$ cat config.mk
export PLATFORM = sky130hd
export DESIGN_NAME = mtsp_trds_fetch_scheduler
export DESIGN_NICKNAME = d
export VERILOG_FILES = /design/src/rtl/mtsp_sched_pkg.sv /design/src/rtl/mtsp_rr_pick.sv /design/src/rtl/mtsp_trds_fetch_scheduler.sv
export SDC_FILE = /design/constraint.sdc
export NUM_CORES = 1
export LEC_CHECK = 0
export BUFFER_PORTS_ARGS = -buffer_cell sky130_fd_sc_hd__buf_2
export CAP_MARGIN = 20
export CORE_ASPECT_RATIO = 1.1
export CORE_UTILIZATION = 55
export DETAILED_ROUTE_END_ITERATION = 6
export PLACE_DENSITY = 0.92
export SETUP_SLACK_MARGIN = 0.2
export SLEW_MARGIN = 20
export SYNTH_ARGS = -nofsm -noshare
export SYNTH_HDL_FRONTEND = slang
export SYNTH_SLANG_ARGS = --single-unit
$ cat constraint.sdc
create_clock -name CLK -period 4.9 [get_ports CLK]
set_input_delay 0.735 -clock CLK [delete_from_list [all_inputs] [get_ports CLK]]
set_output_delay 0.735 -clock CLK [all_outputs]
set_load 0.02 [all_outputs]
$ cat src/rtl/mtsp_sched_pkg.sv
// Shared constants and types for the MTSP thread schedulers.
package mtsp_sched_pkg;

  localparam int TRD_COUNT = 12;
  localparam int PC_W      = 16;
  localparam int TID_W     = 4;

  typedef logic [TID_W-1:0] tid_t;

  typedef enum logic {PROBE, ISSUE} sched_state_e;

  // Thread-id increment that wraps at the last hardware thread.
  function automatic tid_t tid_inc(input tid_t t);
    return (t == tid_t'(TRD_COUNT - 1)) ? '0 : t + tid_t'(1);
  endfunction

endpackage

$ cat src/rtl/mtsp_rr_pick.sv
// Round-robin finder: first set bit of mask at or after ptr, wrapping around.
module mtsp_rr_pick
  import mtsp_sched_pkg::*;
(
  input  logic [TRD_COUNT-1:0] mask,
  input  tid_t                 ptr,
  output tid_t                 cand,
  output logic                 found
);

  logic [2*TRD_COUNT-1:0] dbl;

  assign dbl = {mask, mask};

  // Scanning downward leaves the lowest qualifying position of the doubled vector.
  always_comb begin
    cand  = '0;
    found = 1'b0;
    for (int i = 2*TRD_COUNT-1; i >= 0; i--) begin
      if (dbl[i] && (i >= int'(ptr))) begin
        cand  = tid_t'(i % TRD_COUNT);
        found = 1'b1;
      end
    end
  end

endmodule

$ cat src/rtl/mtsp_trds_fetch_scheduler.sv
// Probes hardware threads round-robin and issues one fetch per thread to the fetch unit.
module mtsp_trds_fetch_scheduler
  import mtsp_sched_pkg::*;
(
  input  logic                 CLK,
  input  logic                 nRST,
  output logic [TRD_COUNT-1:0] IF_nEN,
  input  logic                 IF_RUN,
  input  logic [PC_W-1:0]      IF_PC,
  output logic                 FE_REQ,
  output logic [PC_W-1:0]      FE_PC,
  output logic [TID_W-1:0]     FE_TID,
  input  logic                 FE_ACK,
  input  logic                 FE_RSP_VALID,
  input  logic [TID_W-1:0]     FE_RSP_TID,
  input  logic                 FE_HOLD,
  output logic                 SCH_IDLE
);

  sched_state_e         state;
  tid_t                 ptr;
  logic [TRD_COUNT-1:0] inflight;
  logic [TRD_COUNT-1:0] inflight_nxt;
  tid_t                 cand;
  logic                 found;
  logic                 probe;
  logic                 grant;

  mtsp_rr_pick u_pick (
    .mask  (~inflight),
    .ptr   (ptr),
    .cand  (cand),
    .found (found)
  );

  assign probe = (state == PROBE) && found && !FE_HOLD;
  assign grant = probe && IF_RUN;

  always_comb begin
    IF_NEN_DEFAULT: begin
      IF_nEN = '1;
    end
    if (probe) IF_nEN[cand] = 1'b0;
  end

  // A grant in the same cycle as a response for that thread keeps it in flight.
  always_comb begin
    inflight_nxt = inflight;
    if (FE_RSP_VALID && (FE_RSP_TID < tid_t'(TRD_COUNT))) inflight_nxt[FE_RSP_TID] = 1'b0;
    if (grant) inflight_nxt[cand] = 1'b1;
  end

  always_ff @(posedge CLK) begin
    if (!nRST) begin
      state    <= PROBE;
      ptr      <= '0;
      inflight <= '0;
      FE_REQ   <= 1'b0;
      FE_PC    <= '0;
      FE_TID   <= '0;
      SCH_IDLE <= 1'b1;
    end else begin
      inflight <= inflight_nxt;
      SCH_IDLE <= (state == PROBE) && !grant && (inflight_nxt == '0);
      case (state)
        PROBE: begin
          if (grant) begin
            FE_PC  <= IF_PC;
            FE_TID <= cand;
            FE_REQ <= 1'b1;
            state  <= ISSUE;
          end else if (probe) begin
            ptr <= tid_inc(cand);
          end
        end
        ISSUE: begin
          if (FE_ACK) begin
            FE_REQ <= 1'b0;
            ptr    <= tid_inc(FE_TID);
            state  <= PROBE;
          end
        end
        default: state <= PROBE;
      endcase
    end
  end

endmodule

# [Word level (Yosys, flattened, before mapping)]
# Cells that the tools add are included.
[word_totals] ff_bits=39 elab_cells=137 in_bits=26 out_inout_bits=34
[op_classes] magnitude_cmp=20 bitwise_logic=6 n_mux=67 eq_ne=6 addsub=2 n_reduce_logical=29
[ops] operator="two-way mux 4 bit" n=29
[ops] operator="two-way mux 12 bit" n=3
[ops] operator="NOT 12 bit" n=3
[ops] operator="two-way mux 1 bit" n=30
[ops] operator="greater-or-equal comparator 4 bit, first input constant" n=7
[ops] operator="logical AND 1 bit" n=23
[ops] operator="greater-or-equal comparator 3 x 4 -> 1 bit, first input constant" n=4
[ops] operator="AND 12 bit" n=1
[ops] operator="logical NOT 12 bit" n=1
[ops] operator="OR 12 bit" n=1
[ops] operator="less-than comparator 4 x 5 -> 1 bit, second input constant" n=2
[ops] operator="adder 4 x 1 -> 4 bit, second input constant" n=2
[ops] operator="demux 1 bit (select 4 bit)" n=2
[ops] operator="equality test 4 bit, second input constant" n=2
[ops] operator="greater-or-equal comparator 1 x 4 -> 1 bit, first input constant" n=2
[ops] operator="greater-or-equal comparator 2 x 4 -> 1 bit, first input constant" n=2
[ops] operator="greater-or-equal comparator 4 x 1 -> 1 bit, second input constant" n=2
[ops] operator="!= test 2 bit, second input constant" n=4
[ops] operator="one-hot mux 4 bit (2 select lines)" n=1
[ops] operator="less-than comparator 4 bit, second input constant" n=1
[ops] operator="one-hot mux 1 bit (2 select lines)" n=2
[ops] operator="AND reduction 2 bit" n=2
[ops] operator="AND reduction 3 bit" n=1
[ops] operator="logical NOT 1 bit" n=2
[ops] operator="NOT 1 bit" n=1

# [Logic depth before layout (Yosys ltp)]
# Gate-level depths: netlist (run 1).
[depth] ltp_word=33 mapped_depth=13 mapped_depth_nobuf=11

# [Cells and area by module]
# Synthesis (run 1) repeated with hierarchy kept, for this count alone.
[unflattened] hier_cells=351 hier_area_um2=2448.6
[by_module_without_submodules] module="mtsp_trds_fetch_scheduler" cells_each=249 n_inst=1 seq_area_each_um2=780.7 area_each_um2=1864.3
[by_module_without_submodules] module="mtsp_rr_pick" cells_each=102 n_inst=1 seq_area_each_um2=0.0 area_each_um2=584.3

# [Worst setup path after synthesis (run 1)]
# Ideal clock, no wire load.
[synth_path] path_kind="flip-flop to output port" startpoint="register ptr[1]" endpoint="output port IF_nEN[11]" slack_ps=1738 arrival_time_ps=2427 required_time_ps=4165 path_buffers=3 stages_incl_launch_ff=12 cell_sequence="dfxtp_1 buf_4 buf_2 a31o_2 a21oi_1 a221oi_1 a2111oi_2 o21ai_0 inv_1 ha_1 clkbuf_1 nand3_1"
[synth_via] elab_chain_len=23 word_cells_on_any_way=69 classes_between="order compare (17); mux (33); bitwise (1); reduce/logical (18)"
[synth_rtl] element="start: declaration" line="mtsp_trds_fetch_scheduler.sv:21" text="tid_t ptr;"
[synth_rtl] element="start signal: assignment" line="mtsp_trds_fetch_scheduler.sv:73" text="ptr <= tid_inc(cand);"
[synth_rtl] element="start signal: assignment" line="mtsp_trds_fetch_scheduler.sv:79" text="ptr <= tid_inc(FE_TID);"
[synth_rtl] element="greater-or-equal comparator 4 bit" line="mtsp_rr_pick.sv:20" text="if (dbl[i] && (i >= int'(ptr))) begin"
[synth_rtl] element="logical AND 1 bit" line="mtsp_rr_pick.sv:20"
[synth_rtl] element="two-way mux 4 bit (14 in a row)" line="mtsp_rr_pick.sv:20"
[synth_rtl] element="two-way mux 4 bit (*)" line="mtsp_rr_pick.sv:20"
[synth_rtl] element="via cand[1]" line="mtsp_trds_fetch_scheduler.sv:24" text="tid_t cand;"
[synth_rtl] element="less-than comparator 4 x 5 -> 1 bit (not written as such) or greater-or-equal comparator 4 x 1 -> 1 bit (tied branches)" line="mtsp_trds_fetch_scheduler.sv:43" text="if (probe) IF_nEN[cand] = 1'b0;"
[synth_rtl] element="logical AND 1 bit (not written as such)" line="mtsp_trds_fetch_scheduler.sv:43"
[synth_rtl] element="two-way mux 1 bit (not written as such)" line="mtsp_trds_fetch_scheduler.sv:43"
[synth_rtl] element="demux 1 bit (select 4 bit) (*)" line="mtsp_trds_fetch_scheduler.sv:43"
[synth_rtl] element="NOT 12 bit (no source line) (*)"
[synth_rtl] element="two-way mux 12 bit (*)" line="mtsp_trds_fetch_scheduler.sv:43"
[synth_rtl] element="end: declaration" line="mtsp_trds_fetch_scheduler.sv:7" text="output logic [TRD_COUNT-1:0] IF_nEN,"
# Mark *: on every way through the listed nets, which the timed path passes. The rest lies on a longest branch.

# [Worst setup path after layout (run 1)]
[layout_path] startpoint="register ptr[1]" endpoint="output port IF_nEN[7]"
# Same word-level chain as after synthesis.

==> impl_results.md, run 1 <==
* DRT iter0 DRCs at around 240
* Slowest cell delay on critical path at around 0.79 ns
* Die Wd at 66.41 um
* Die Span Y at between 70 and 80 um
* H-tree depth at 2
* DR vias/cell at 6.232
* First-pass GRT wire length at 10950 um
* Max_cap viols at 0
* Bufs on Longest Clock Path at 2
* Worst setup SP type: flop
* Final Max Slew Viols at 0
* CTS Hold Bufs at 0
* PnR worst setup slack at roughly 0.94 ns
* Worst-path fanout max at 24
* Setup Fix Bufs, Post-CTS at 0
* Critical Path Sink Type: output pin
* Post-synth EDFFs at 0
* Crit-path leading delay family: compound AO/OA/AOI/OAI gates
* Fin crit period at ~4.0 ns
* Worst Skew at roughly 0.0075 ns
* PwrDens at ~290 nW/um2
* Cts repair resizes at 0
* Async set-reset flop share out of synthesis at 0
* Post-DP Area at roughly 2700 um2
* Setup Crit Path Kind: flop to output pin
* Leakage at 0.001090 uW
* Slowest-stage cell, CP: dfxtp_1
* Area Overhead vs Synth at 13.96%
* Relative slew slack at 0.3980
* Antenna viol nets, final at 0
* Detailed Place HPWL at approximately 4700 um
* Antenna violations before repair at 0
* Final Hold Vio Count at 0
* Synthesized area per cell at ~7.6 um2
* Vias in the first global route at between 2000 and 2500
* Clk_lat worst skew at ~0.30 ns
* PortBufs at 59
* TritonCTS clock tree: yes
* Seq/Total Area, Yosys at 0.3111
* Root buf cell: clkbuf_8
* Fillers at 349
* Synth Cell Area at between 2000 and 3000 um2
* DR WL/cell at roughly 16 um
* Flops & latches, synth at 39
* Max Fclk at around 0.25 GHz
* Layout cells sized above 1 at 0.2177
* Core Box Area at ~4300 um2
* Gate Count Post-Synth at 329
* Final instance area at between 2000 and 3000 um2
* Drt first pass iters at 5
* CP cell instances: a21boi_0 -> o21ai_0 -> a32oi_1 -> a22oi_1 -> a21boi_1 -> ha_1 -> nand3_1 -> buf_2
* Syn_nets at 360
* Yosys cell types at 61
* Total global-route track usage at 0.2945
* FP Rows at 25
* Vias at 2655
* Num CTS Buffers at 5
* RSZ-0062 raised after global routing: false
* Worst hold slack at ~0.46 ns
* Critical path buffer and inverter count at 1
* Wirelength, routed at ~6700 um
* Clk sinks at 39
* Residual DRC at 0
* Initial Util at 0.5773
* Setup TNS at 0 ns
* Critical Path RT at about 4.2 ns
* Largest net degree at the start of global routing at 41
* Multi-input logic area at around 1500 um2
* Clock transition at the registers of the reported paths at around 0.080 ns
* Place WS at roughly 1.4 ns
* Fin crit share at 0.8090
* Tightest Hold Check Type: flop to flop
* Worst EP arrival at between 3 and 4 ns
* Ant diodes at 0
* Grt total ovfl at 0
* # IOs at 60
* Synthesis Warnings at 0
* Worst IR drop on VDD at 0.0002753 V
* Placer congestion estimate at 0.9810
* Nets at ~400
* Most used DFF post-synth: dfxtp_1
* Status: finished clean
* Slew @ Worst Pin at 0.8997 ns
* Reg area at between 700 and 800 um2
* Die Footprint at roughly 4800 um2
* Final setup viols at 0
-- kinds of logic after synthesis --
kind of cell | count (synthesis) | share of synthesized area
muxes | 1 | 0.005980
AOI/OAI and AO/OA | 112 | 0.3196
adders and majority gates | 6 | 0.02941
and+or+nand+nor | 134 | 0.2582
buffers and inverters | 37 | 0.07577
DFF | 39 | 0.3111
-- per-layer routing --
layer | part of all wire | track usage | routed length (um) | vias to the layer above
li1 | - | - | - | 1284
met1 | 0.42 | 0.3833 | 2832 | 1215
met2 | 0.47 | 0.4535 | 3149 | 130
met4 | 0.036 | 0.1560 | 238 | 0
met5 | 0 | 0 | 0 | -
met3 | 0.068 | 0.06406 | 456 | 26
-- cell usage after synthesis, types with 2 or more instances --
library cell   n  share of area
a21boi_0       8          0.024
nor2b_1        5          0.012
a21oi_2        2         0.0070
or2_2          3         0.0075
o21ai_1        2         0.0040
nand2_1       58          0.087
nand3_1       24          0.048
o21a_1         2         0.0060
buf_6          3          0.013
a221oi_1       3          0.010
a32oi_1        3          0.010
and2_1         2         0.0050
or4_1          2         0.0060
clkbuf_1      10          0.015
o31ai_1        2         0.0060
o211ai_1       5          0.015
a22oi_1        2         0.0060
nand3b_1       2         0.0060
dfxtp_1       39           0.31
a21boi_1      24          0.072
buf_2          7          0.014
o21ai_0       20          0.040
and3_1         4          0.010
buf_4          5          0.015
o22ai_1        3         0.0075
ha_1           5          0.025
nor2_1        10          0.015
a31oi_1        7          0.017
inv_1         11          0.016
nor3_1         4         0.0080
nand2b_1       9          0.022
nand4_1        7          0.017
a21oi_1        8          0.016
-- stage by stage --
stage / power (uW) / util / instances
detailed placement: 530.7 / 0.6299 / 418
global route: 846.8 / 0.6578 / 426
CTS: 813.4 / 0.6578 / 426
floorplan: 479.6 / - / 329
finish: 815.9 / 0.6578 / 426
global placement: 526.3 / 0.6299 / 418
-- state kept, by name (all words and copies together), names as in the netlist --
register	cells
FE_PC	16
FE_REQ	1
FE_TID	4
SCH_IDLE	1
inflight	12
ptr	4
state	1
-- tightest hold or removal path, stage by stage (launching register included) --
cell and delay (ns):
dfxtp_1 0.31, nand2_1 0.05, a21boi_1 0.05
-- report_power, final --
| part | internal (uW) | switching, uW |
|---|---|---|
| Sequential | 331 | 23.6 |
| Clock | 167 | 120 |
| Combinational | 64.4 | 109 |
| Total | 563 | 253 |
-- final cells by class --
class,count,share of cell area
repair buffers,61,0.1085
well taps,54,0.02362
multi-input cells,253,0.5381
flip-flops and latches,39,0.2730
clock inverters,2,0.01356
clock buffers,6,0.02887
inverters,11,0.01444
-- final timing paths --
path,start,to,slack [ns],cells after the start
max reg2reg,ptr[1],ptr[2],1.54,10
min,FE_PC[15],FE_PC[15],0.46,2
min reg2reg,FE_PC[15],FE_PC[15],0.46,2
max,ptr[1],IF_nEN[7],0.94,8
-- layout by cell type (no fill, tap or decap), types with 2 or more instances in the layout --
| cell | Yosys | layout |
|---|---|---|
| nand4_1 | 7 | 7 |
| nor3_1 | 4 | 4 |
| o22ai_1 | 3 | 3 |
| a22oi_1 | 2 | 2 |
| and3_1 | 4 | 4 |
| buf_2 | 7 | 59 |
| a21oi_1 | 8 | 8 |
| a21boi_0 | 8 | 8 |
| o21ai_0 | 20 | 20 |
| nand3b_1 | 2 | 2 |
| buf_4 | 5 | 2 |
| inv_1 | 11 | 11 |
| a21oi_2 | 2 | 2 |
| nand2b_1 | 9 | 9 |
| a32oi_1 | 3 | 3 |
| o31ai_1 | 2 | 2 |
| or4_1 | 2 | 2 |
| nand3_1 | 24 | 24 |
| clkbuf_8 | 0 | 6 |
| or2_2 | 3 | 3 |
| a21boi_1 | 24 | 24 |
| nor2b_1 | 5 | 5 |
| o211ai_1 | 5 | 5 |
| a221oi_1 | 3 | 3 |
| ha_1 | 5 | 5 |
| o21ai_1 | 2 | 2 |
| a31oi_1 | 7 | 7 |
| o21a_1 | 2 | 2 |
| and2_1 | 2 | 2 |
| nand2_1 | 58 | 58 |
| nor2_1 | 10 | 10 |
| dfxtp_1 | 39 | 39 |
Note: power is estimated with default switching activity, not from simulation.
==> inputs of run 2 (changes only) <==
--- a/config.mk
+++ b/config.mk
@@ -8,9 +8,9 @@
 export BUFFER_PORTS_ARGS = -buffer_cell sky130_fd_sc_hd__buf_2
 export CAP_MARGIN = 20
 export CORE_ASPECT_RATIO = 1.1
-export CORE_UTILIZATION = 55
+export CORE_UTILIZATION = 54
 export DETAILED_ROUTE_END_ITERATION = 6
-export PLACE_DENSITY = 0.92
+export PLACE_DENSITY = 0.9
 export SETUP_SLACK_MARGIN = 0.2
 export SLEW_MARGIN = 20
 export SYNTH_ARGS = -nofsm -noshare
==> constraint.sdc (replaced) <==
create_clock -name CLK -period 3.99 [get_ports CLK]
set_input_delay 0.5985 -clock CLK [delete_from_list [all_inputs] [get_ports CLK]]
set_output_delay 0.5985 -clock CLK [all_outputs]
set_load 0.02 [all_outputs]
==> run 2 against run 1 <==
Compared with the run above: hold slack lost 0.0068 ns; first-iteration DRC count grew 20%; combinational power grew 25%; clock skew is essentially flat; die area grew 1.8%; cell count shrank 0.23%; flip-flop and latch count is the same; largest cell class unchanged.
==> impl_results.md, run 2 (synthesized netlist as in run 1, its figures left out) <==
* Setup Fix Bufs, Post-CTS at 0 (unchanged)
* Num CTS Buffers at 5 (unchanged)
* Bufs on Longest Clock Path at 2 (unchanged)
* Die Span Y at 73.51 um (+0.90%)
* Worst Skew at 0.007499 ns (+0.00003661 ns)
* First-pass GRT wire length at 11020 um (+0.63%)
* Worst setup SP type: flop
* Worst R2R Setup Slack at 0.99 ns (-0.55 ns)
* Clk sinks at 39 (unchanged)
* Leakage at 0.001078 uW (-1.1%)
* Final std cells w/o fill at 425 (-0.23%)
* Setup Crit Path Kind: flop to output pin
* GRT busiest layer: met2
* Final setup viols at 0 (unchanged)
* Commonest non-fill, non-tap cells in the layout: buf_2 (59), nand2_1 (58), dfxtp_1 (35)
* Placer congestion estimate at 0.9340 (-4.8%)
* H-tree depth at 2 (unchanged)
* Die Wd at 67.01 um (+0.90%)
* Top flop regs: FE_PC: 16 flops, inflight: 12 flops
* Antenna violations before repair at 0 (unchanged)
* Placed Instances at 418 (unchanged)
* Worst-path fanout max at 19 (-21%)
* Root buf cell: clkbuf_8
* DR WL/cell at 16.51 um (+5.3%)
* DR vias/cell at 6.374 (+2.3%)
* Fin crit share at 0.8880
* CTS Hold Bufs at 0 (unchanged)
* PwrDens at 341.0 nW/um2 (+20%)
* Vias in the first global route at 2424 (+2.5%)
* Setup TNS at 0 ns (unchanged)
* Wirelength, routed at 7016 um (+5.1%)
* Met3 global-route usage at 0.06988 (+0.005813)
* Layout cells sized above 1 at 0.2291 (+0.01137)
* Clk_lat worst skew at 0.29 ns (about the same)
* Relative slew slack at 0.2750 (-0.1230)
* Final Hold Vio Count at 0 (unchanged)
* Slew @ Worst Pin at 1.087 ns (+0.1878 ns)
* Area Overhead vs Synth at 13.66%
* Antenna viol nets, final at 0 (unchanged)
* Hold path startpoint: FE_PC[13]
* Slowest-stage cell, CP: a211oi_1
* Critical Path Sink Type: output pin
* Initial Util at 0.5731 (-0.004123)
* Tightest Hold Check Type: flop to flop
* FP Rows at 25 (unchanged)
* Grt total ovfl at 0 (unchanged)
* Max_cap viols at 0 (unchanged)
* Ant diodes at 0 (unchanged)
* Slowest cell delay on critical path at 0.48 ns (-0.31 ns)
* PortBufs at 59 (unchanged)
* Max Fclk at 0.2822 GHz
* RSZ-0062 raised after global routing: false
* Worst EP arrival at 2.94 ns (-0.29 ns)
* Nets at 402 (unchanged)
* Vias at 2709 (+2.0%)
* Most common cell after layout, fill and taps aside: buf_2
* Most flops, register: FE_PC
* Fin crit period at around 3.5 ns
* Total global-route track usage at 0.2955 (+0.0009633)
* DRT iter0 DRCs at 288 (+20%)
* Clock transition at the registers of the reported paths at 0.08 ns (about the same)
* # IOs at 60 (unchanged)
* Largest net degree at the start of global routing at 41 (unchanged)
* FF-to-FF Start: ptr[2]
* Cts repair resizes at 0 (unchanged)
* Worst IR drop on VDD at 0.0003235 V (+18%)
* TritonCTS clock tree: yes
* Met2 global-route usage at 0.5022 (+0.04871)
* Die Footprint at 4925 um2 (+1.8%)
* Detailed Place HPWL at 4862 um (+3.4%)
* Final Max Slew Viols at 0 (unchanged)
* Residual DRC at 0 (unchanged)
* Crit-path leading delay family: compound AO/OA/AOI/OAI gates
* Max reg flops at 16 (unchanged)
* Critical Path RT at 3.39 ns (-0.77 ns)
* Critical path buffer and inverter count at 2 (+1)
* Status: finished clean
* Drt first pass iters at 6 (+1)
* Met1 usage at 0.3483 (-0.03502)
* CP cell instances: a211oi_1 -> or2_2 -> a32oi_1 -> a22oi_1 -> a21boi_1 -> inv_1 -> ha_1 -> nand3_1 -> buf_2
* Setup crit start: ptr[2]
* Core Box Area at 4379 um2 (+0.72%)
-- run 2: area by class of cell --
class                   instances  area, um2
flip-flops and latches         39      785.8
clock inverters                 2      37.54
well taps                      54      67.56
clock buffers                   5      68.82
multi-input cells             253       1541
inverters                      11      41.29
fillers                       360       1526
repair buffers                 61      310.3
-- run 2: routing by layer --
metal,share of wire,vias to the layer above
met1,0.38,1226
met4,0.034,0
met2,0.49,180
li1,-,1277
met5,0,-
met3,0.096,26
-- run 2: report_power, final --
part,total (uW),internal (uW),switching (uW),leakage [uW]
Clock,318,183,135,0.0000502
Combinational,217,80.5,137,0.000708
Sequential,437,408,29.5,0.000319
Total,973,671,302,0.00108
-- run 2: worst paths after layout --
kind	to	cells past startpoint
worst max-delay path	IF_nEN[8]	9
worst min-delay path	FE_PC[13]	2
worst max register to register	ptr[2]	8
worst min register to register	FE_PC[13]	2
-- run 2: tightest hold or removal path, cell delays in order, from the launching register on --
cell and delay (ns):
dfxtp_1 0.31, nand2_1 0.05, a21boi_1 0.05
-- run 2: through the flow --
stage          utilization  setup slack [ns]  cell area, um2  hold slack, ns  total power [uW]
6_report            0.6514            0.4468            2853          0.4516             972.9
5_1_grt             0.6514            0.2492            2853          0.4708              1008
4_1_cts             0.6497            0.2592            2845          0.4520             966.0
3_5_place_dp        0.6254            0.5766            2739          0.4413             651.1
3_3_place_gp        0.6254            0.6706            2739          0.4377             646.0
2_1_floorplan            -            0.9645            2510          0.5055             589.0
==> inputs of run 3 (changes only) <==
--- a/config.mk
+++ b/config.mk
@@ -10,7 +10,7 @@
 export CORE_ASPECT_RATIO = 1.1
 export CORE_UTILIZATION = 54
 export DETAILED_ROUTE_END_ITERATION = 6
-export PLACE_DENSITY = 0.9
+export PLACE_DENSITY = 0.8
 export SETUP_SLACK_MARGIN = 0.2
 export SLEW_MARGIN = 20
 export SYNTH_ARGS = -nofsm -noshare
==> run 3 against run 2 <==
Compared with the run above: sequential power about the same; hold slack got worse by 0.0011 ns; critical endpoint is now IF_nEN[11]; worst setup slack gained 0.0082 ns; final area is 0.18% higher; total power decreased by 0.13%; cell count grew 0.24%; critical path depth down 1; clock-buffer cell count stayed put; core utilization increased by 0.11 points.
==> impl_results.md, run 3 (synthesized netlist as in run 1, its figures left out) <==
* Status: finished clean
* Worst hold slack at 0.4505 ns (-0.001141 ns)
* Worst Skew at 0.004329 ns (-0.003169 ns)
* Relative slew slack at 0.5168 (+0.2418)
* Grt total ovfl at 0 (unchanged)
* Max_cap viols at 0 (unchanged)
* Slew @ Worst Pin at 0.7248 ns (-0.3627 ns)
* Worst-path fanout max at 24 (+5)
* Critical Path RT at 3.39 ns (about the same)
* Final std cells w/o fill at 426 (+0.24%)
* Fin crit share at 0.8860 (-0.002051)
* Setup crit start: ptr[1]
* DRT iter0 DRCs at 260 (-9.7%)
* Met2 global-route usage at 0.4644 (-0.03778)
* Fin crit period at 3.535 ns (-0.008184 ns)
* Critical Path Sink Type: output pin
* Largest net degree at the start of global routing at 41 (unchanged)
* Vias in the first global route at 2384 (-1.7%)
* Root buf cell: clkbuf_8
* Die Footprint at 4925 um2 (unchanged)
* Met1 usage at 0.4004 (+0.05206)
* Ant diodes at 0 (unchanged)
* Top flop regs: FE_PC: 16 flops, inflight: 12 flops
* PortBufs at 59 (unchanged)
* GRT busiest layer: met2
* Drt first pass iters at 5 (-1)
* Num CTS Buffers at 5 (unchanged)
* FP Rows at 25 (unchanged)
* Layout cells sized above 1 at 0.2285 (-0.0006159)
* DR vias/cell at 6.256 (-1.9%)
* # IOs at 60 (unchanged)
* Worst EP arrival at 2.94 ns (about the same)
* Setup Crit Path Kind: flop to output pin
* CTS Hold Bufs at 0 (unchanged)
* Wirelength, routed at 6843 um (-2.5%)
* H-tree depth at 2 (unchanged)
* Most common cell after layout, fill and taps aside: buf_2
* Antenna viol nets, final at 0 (unchanged)
* Detailed Place HPWL at 4856 um (-0.13%)
* Residual DRC at 0 (unchanged)
* Final Max Slew Viols at 0 (unchanged)
* Core Box Area at 4379 um2 (unchanged)
* Total global-route track usage at 0.2959 (+0.0004180)
* FF-to-FF Start: ptr[1]
* DR WL/cell at 16.06 um (-2.7%)
* Placer congestion estimate at 0.9000 (-3.6%)
* Initial Util at 0.5731 (unchanged)
* Max Fclk at 0.2829 GHz (+0.23%)
* Nets at 403 (+0.25%)
* Clock transition at the registers of the reported paths at 0.08 ns (about the same)
* Setup TNS at 0 ns (unchanged)
* Hold path startpoint: FE_PC[10]
* Most flops, register: FE_PC
* Bufs on Longest Clock Path at 2 (unchanged)
* Die Wd at 67.01 um (unchanged)
* Worst IR drop on VDD at 0.0002207 V (-32%)
* Final Util at 0.6526 (+0.001142)
* Final setup viols at 0 (unchanged)
* Die Span Y at 73.51 um (unchanged)
* Setup Fix Bufs, Post-CTS at 0 (unchanged)
* Final Hold Vio Count at 0 (unchanged)
* First-pass GRT wire length at 11140 um (+1.1%)
* PwrDens at 340.0 nW/um2 (-0.30%)
* Area Overhead vs Synth at 13.86%
* Max reg flops at 16 (unchanged)
* Placed Instances at 419 (+0.24%)
* Commonest non-fill, non-tap cells in the layout: buf_2 (59), nand2_1 (58), dfxtp_1 (35)
* TritonCTS clock tree: yes
* Leakage at 0.001085 uW (+0.68%)
* Met3 global-route usage at 0.06677 (-0.003106)
* Worst setup SP type: flop
* Vias at 2665 (-1.6%)
* Antenna violations before repair at 0 (unchanged)
* RSZ-0062 raised after global routing: false
* Clk_lat worst skew at 0.29 ns (about the same)
* Clk sinks at 39 (unchanged)
* Tightest Hold Check Type: flop to flop
run 3: changes by cell type in the layout (fill, tap and decap cells not counted):
cell	delta
buf_4	+1
ha_1	+1
ha_2	-1
o21ai_0	-1
o21ai_1	+1
run 3: power breakdown:
part / internal (uW) / total [uW] / switching [uW] / leakage (uW)
combinational: 80.0 / 212 / 132 / 0.000716
clock: 183 / 323 / 140 / 0.0000502
sequential: 408 / 437 / 29.0 / 0.000319
run 3: final cells by class:
cell class / instances / area [um2]
multi-input combinational: 253 / 1539
tap: 54 / 67.56
timing repair buffer: 62 / 317.8
fill: 406 / 1521
sequential: 39 / 785.8
clock buffer: 5 / 68.82
inverter: 11 / 41.29
clock inverter: 2 / 37.54
run 3: what timing repair did:
action | in CTS | in global routing
resized for setup | 0 | 5
hold endpoints to repair | 0 | 0
setup endpoints to repair | 0 | 12
run 3: final timing paths:
kind,end,slack (ns),cells after the start
worst min-delay path,FE_PC[10],0.45,2
worst min register to register,FE_PC[10],0.45,2
worst max register to register,ptr[2],0.97,8
worst max-delay path,IF_nEN[11],0.45,8
run 3: routing by layer:
metal  vias to the layer above  share of wire  wire, um
li1                       1282              -         -
met1                      1228           0.44      2986
met2                       142           0.47      3209
met3                        13          0.081       552
met4                         0          0.014        94
met5                         -              0         0
run 3: metrics by stage:
stage	cell area, um2	total power [uW]	setup slack, ns
6_report	2858	971.6	0.4550
3_5_place_dp	2746	653.1	0.5476
5_1_grt	2858	1013	0.2188
3_3_place_gp	2746	649.6	0.6742
2_1_floorplan	2510	589.0	0.9645
4_1_cts	2853	970.6	0.2402
run 3: critical path: stages, from the launching register on:
cell and delay (ns):
dfxtp_2 0.57, a21boi_0 0.14, o21ai_0 0.32, o211ai_1 0.16, a22oi_1 0.30, a21boi_1 0.40
ha_1 0.42, nand3_1 0.14, buf_2 0.19
